--- src/rtl/sub_bytes_iter.sv ---
`default_nettype none
// +--------------------------------------------------------------------------+
// | sub_bytes_iter: iterative AES SubBytes/InvSubBytes, SBOX_LANES bytes/clk |
// | Revision: 1.0                                                            |
// +--------------------------------------------------------------------------+
module sub_bytes_iter #(
  parameter int SBOX_LANES = 4
) (
  input  logic         clock,
  input  logic         reset,
  input  logic         in_valid,
  output logic         in_ready,
  input  logic [0:127] State_In,
  input  logic         inv_in,
  output logic         out_valid,
  input  logic         out_ready,
  output logic [0:127] State_Out,
  output logic         busy
);

  typedef enum logic [1:0] {
    S_IDLE = 2'd0,
    S_SUB  = 2'd1,
    S_DONE = 2'd2
  } state_e;

  localparam logic [3:0] IDX_STEP = 4'(SBOX_LANES);
  localparam logic [3:0] IDX_LAST = 4'(16 - SBOX_LANES);

  // Entry b of each table lives at bits [8b +: 8] (entry 0 leftmost).
  localparam logic [0:2047] FWD_SBOX = {
    128'h637c777bf26b6fc53001672bfed7ab76,
    128'hca82c97dfa5947f0add4a2af9ca472c0,
    128'hb7fd9326363ff7cc34a5e5f171d83115,
    128'h04c723c31896059a071280e2eb27b275,
    128'h09832c1a1b6e5aa0523bd6b329e32f84,
    128'h53d100ed20fcb15b6acbbe394a4c58cf,
    128'hd0efaafb434d338545f9027f503c9fa8,
    128'h51a3408f929d38f5bcb6da2110fff3d2,
    128'hcd0c13ec5f974417c4a77e3d645d1973,
    128'h60814fdc222a908846eeb814de5e0bdb,
    128'he0323a0a4906245cc2d3ac629195e479,
    128'he7c8376d8dd54ea96c56f4ea657aae08,
    128'hba78252e1ca6b4c6e8dd741f4bbd8b8a,
    128'h703eb5664803f60e613557b986c11d9e,
    128'he1f8981169d98e949b1e87e9ce5528df,
    128'h8ca1890dbfe6426841992d0fb054bb16
  };

  localparam logic [0:2047] INV_SBOX = {
    128'h52096ad53036a538bf40a39e81f3d7fb,
    128'h7ce339829b2fff87348e4344c4dee9cb,
    128'h547b9432a6c2233dee4c950b42fac34e,
    128'h082ea16628d924b2765ba2496d8bd125,
    128'h72f8f66486689816d4a45ccc5d65b692,
    128'h6c704850fdedb9da5e154657a78d9d84,
    128'h90d8ab008cbcd30af7e45805b8b34506,
    128'hd02c1e8fca3f0f02c1afbd0301138a6b,
    128'h3a9111414f67dcea97f2cfcef0b4e673,
    128'h96ac7422e7ad3585e2f937e81c75df6e,
    128'h47f11a711d29c5896fb7620eaa18be1b,
    128'hfc563e4bc6d279209adbc0fe78cd5af4,
    128'h1fdda8338807c731b11210592780ec5f,
    128'h60517fa919b54a0d2de57a9f93c99cef,
    128'ha0e03b4dae2af5b0c8ebbb3c83539961,
    128'h172b047eba77d626e169146355210c7d
  };

  function automatic logic [7:0] sub_byte(input logic [7:0] b, input logic inv);
    return inv ? INV_SBOX[{b, 3'b000} +: 8] : FWD_SBOX[{b, 3'b000} +: 8];
  endfunction

  state_e       st_q;
  logic [3:0]   idx_q;
  logic         inv_q;
  logic [0:127] work_q;
  logic [0:127] work_d;
  logic [3:0]   lane_pos;

  // idx_q is always a multiple of SBOX_LANES, so the lane window never wraps.
  always_comb begin
    work_d   = work_q;
    lane_pos = idx_q;
    for (int l = 0; l < SBOX_LANES; l++) begin
      lane_pos = idx_q + 4'(l);
      work_d[{lane_pos, 3'b000} +: 8] = sub_byte(work_q[{lane_pos, 3'b000} +: 8], inv_q);
    end
  end

  always_ff @(posedge clock or negedge reset) begin
    if (!reset) begin
      st_q   <= S_IDLE;
      idx_q  <= 4'd0;
      inv_q  <= 1'b0;
      work_q <= '0;
    end else begin
      case (st_q)
        S_IDLE: begin
          if (in_valid) begin
            work_q <= State_In;
            inv_q  <= inv_in;
            idx_q  <= 4'd0;
            st_q   <= S_SUB;
          end
        end
        S_SUB: begin
          work_q <= work_d;
          idx_q  <= idx_q + IDX_STEP;
          if (idx_q == IDX_LAST) begin
            st_q <= S_DONE;
          end
        end
        S_DONE: begin
          if (out_ready) begin
            st_q <= S_IDLE;
          end
        end
        default: st_q <= S_IDLE;
      endcase
    end
  end

  assign in_ready  = (st_q == S_IDLE);
  assign busy      = (st_q == S_SUB);
  assign out_valid = (st_q == S_DONE);
  assign State_Out = work_q;

endmodule
`default_nettype wire

--- config.mk ---
export PLATFORM = sky130hd
export DESIGN_NAME = sub_bytes_iter
export DESIGN_NICKNAME = d
export VERILOG_FILES = /design/src/rtl/sub_bytes_iter.sv
export SDC_FILE = /design/constraint.sdc
export NUM_CORES = 2
export LEC_CHECK = 0
export BUFFER_PORTS_ARGS = -buffer_cell sky130_fd_sc_hd__buf_2
export CELL_PAD_IN_SITES_DETAIL_PLACEMENT = 1
export CELL_PAD_IN_SITES_GLOBAL_PLACEMENT = 1
export CORE_ASPECT_RATIO = 0.7
export CORE_MARGIN = 4
export CORE_UTILIZATION = 30
export CTS_CLUSTER_SIZE = 16
export DETAILED_ROUTE_END_ITERATION = 16
export PLACE_DENSITY = 0.58
export RECOVER_POWER = 25
export SKIP_CTS_REPAIR_TIMING = 1
export SYNTH_ARGS = -nofsm -noshare
export SYNTH_HDL_FRONTEND = slang
export SYNTH_SLANG_ARGS = --single-unit
--- constraint.sdc ---
create_clock -name clock -period 10.5 [get_ports clock]
set_clock_uncertainty 0.2 [all_clocks]
set_input_delay 2.625 -clock clock [delete_from_list [all_inputs] [get_ports clock]]
set_output_delay 2.625 -clock clock [all_outputs]
set_load 0.02 [all_outputs]
==> metrics <==
status=complete, but fails checks; failing checks=max-capacitance violations, max-slew violations; Routed Antenna Nets=0; critical path's top delay family=buffers and inverters; setup TNS=0 ps; FP Rows=99; fmax=~0.14 GHz; Worst Path Required=9120 ps; CP Max Fanout=78; worst-path cell chain=clkbuf_1; initial antenna violation count=15; CP startpoint kind=input port; Skew-Pair Late Insertion Delay=520 ps; final net count=between 4k and 5k; critical path's slowest cell=clkbuf_1; sum of buffers and inverters on the critical path=1; global placer's final weighted congestion=1.12; Pre-antenna DRT Iters=9; Max Cap Viol=1; Final Setup Violations=0; CTS H-Tree Depth=4; worst relative slew slack=-217%; Initial Utilization=a little under a third; I/O Buffers=~260; HPWL after DPL=about 200 mm; syn avg cell area=around 6.9 um^2; most common cell after layout, fill and taps aside=a21oi_1; Slew Viols, Final=79; Hold Slack=348 ps; Synth Warn #=0; Hold Path Class=flip-flop to flip-flop; final hold viol count=0; Slew @ Worst Pin=4750 ps; slowest stage delay, CP=3270 ps; Setup crit end kind=async pin; share of synthesized registers carrying an async set or reset=between 90% and 100%; Hold Crit Depth=1; r2r worst-path depth=14; DRC=0; mapped cell area=roughly 32,000 um^2; GRT overflow=0; Crit Path Class=input port to async pin; die area=~110,000 um^2; final wirelength=about 280 mm; first-pass GRT wire length=about 380 mm; Die Span Y=280 um; Area growth syn-to-layout=7.69%; Syn Nets=~4.8k; CTS clock-pin slew for the worst setup and hold paths=around 80 ps; initial DRC count=9,053; drt wl/cell=47.2 um; CTS max path bufs=2; clock root cell=clkbuf_16; CTS tree=built; period utilization=between 70% and 80%; synthesized flop and latch total=between 100 and 150; core box area=around 100,000 um^2; vias=around 47k; pin count of the biggest net entering global routing=159; most frequent cells in the layout=428 x a21oi_1, 373 x nor2_1, 357 x nand2_1; Die Wd=roughly 400 um; sequential fraction of the synthesis area=between 10% and 20%; Netlist cell types=104; CTS Sinks=between 100 and 150; unrepaired setup endpoints after global routing=false; prevailing post-synth register cell=dfrtp_1; share of cells above drive strength 1=approximately 14%; I/O pin count=264; WP data arrival=between 5000 and 6000 ps; WP depth=1; fin util=approximately a third; Via density=approximately 8; Final min period=around 7400 ps; vias in the first global route=between 40k and 50k; total CTS buffers=17; GRT Resource Usage Total=48.0%; Cells after Synth=4,609; number of flops mapped to enable cells by yosys=0
[flip-flops by register name (all words and copies together), names as in the netlist]
register   cells
inv_q          1
idx_q          2
State_Out    128
st_q           2
[stage by stage]
stage               setup slack (ps)  area (um^2)  instances
global placement                3830        33500       5896
detailed placement              3920        33500       5896
CTS                             3880        34200       5928
finish                          3140        34200       5935
global route                    2090        34200       5929
floorplan                       5250        31700       4609
[final timing paths]
kind	start	end	slack [ps]
max in group clock	idx_q[3]	State_Out[79]	3440
min	State_Out[64]	State_Out[64]	350
max	reset	inv_q	3140
max reg2reg	idx_q[3]	State_Out[79]	3440
min reg2reg	State_Out[64]	State_Out[64]	350
min in group asynchronous	reset	State_Out[9]	3620
[layer usage]
layer | track usage (%) | wire [um] | vias up
met5 | 0 | 106 | -
li1 | - | - | 17857
met4 | 20.7 | 16200 | 18
met3 | 23.7 | 47800 | 1019
met2 | 62.8 | 103000 | 4530
met1 | 65.3 | 113000 | 23122
[Yosys cell counts (28+ instances only)]
cell type,instances,share of area (%)
buf_2,188,3.0
nand2b_1,118,2.3
nor2_1,373,4.4
a21oi_1,432,6.8
a211oi_1,107,2.5
ha_1,96,3.8
nor3_1,139,2.2
nand3_1,164,2.6
nand2_1,357,4.2
and2_1,57,1.1
buf_4,36,0.85
o22ai_1,117,2.3
o2111ai_1,36,0.99
clkbuf_1,265,3.1
o21ai_0,277,4.4
nor2b_1,42,0.83
or2_2,38,0.75
a2111oi_0,34,0.94
o221ai_1,55,1.5
buf_1,40,0.47
o32ai_1,28,0.77
mux2_2,43,1.5
dfrtp_1,133,10
o311ai_0,76,2.1
a31oi_1,116,2.3
a221o_1,71,2.2
a311oi_1,109,3.0
mux2i_1,96,3.0
a221oi_1,69,1.9
o211ai_1,109,2.6
o31ai_1,53,1.3
buf_6,46,1.6
inv_1,38,0.45
or3_1,35,0.69
and3_1,93,1.8
[final cells by class]
| class | instances | area (um^2) |
|---|---|---|
| tap | 1414 | 1770 |
| multi-input combinational | 3849 | 25400 |
| timing repair buffer | 451 | 2770 |
| clock buffer | 18 | 439 |
| antenna | 7 | 17.5 |
| sequential | 133 | 3340 |
| inverter | 49 | 196 |
| clock inverter | 14 | 211 |
| fill | 13135 | 70400 |
[cell families (layout without fill, tap and decap cells)]
| logic type | count (synthesis) | after routing | synth area share [%] |
|---|---|---|---|
| AO/OA/AOI/OAI | 2003 | 2003 | 44.4 |
| buffers and inverters | 627 | 532 | 9.78 |
| XOR/XNOR | 25 | 25 | 0.714 |
| AND/OR/NAND/NOR | 1555 | 1555 | 24.1 |
| adder cells (fa/ha/maj) | 97 | 97 | 3.82 |
| other | 0 | 7 | 0 |
| flip-flops | 133 | 133 | 10.5 |
| multiplexers | 169 | 169 | 6.66 |
Power is not shown: default switching activity piles up to over one toggle a cycle in this logic, so the estimate is an artifact.
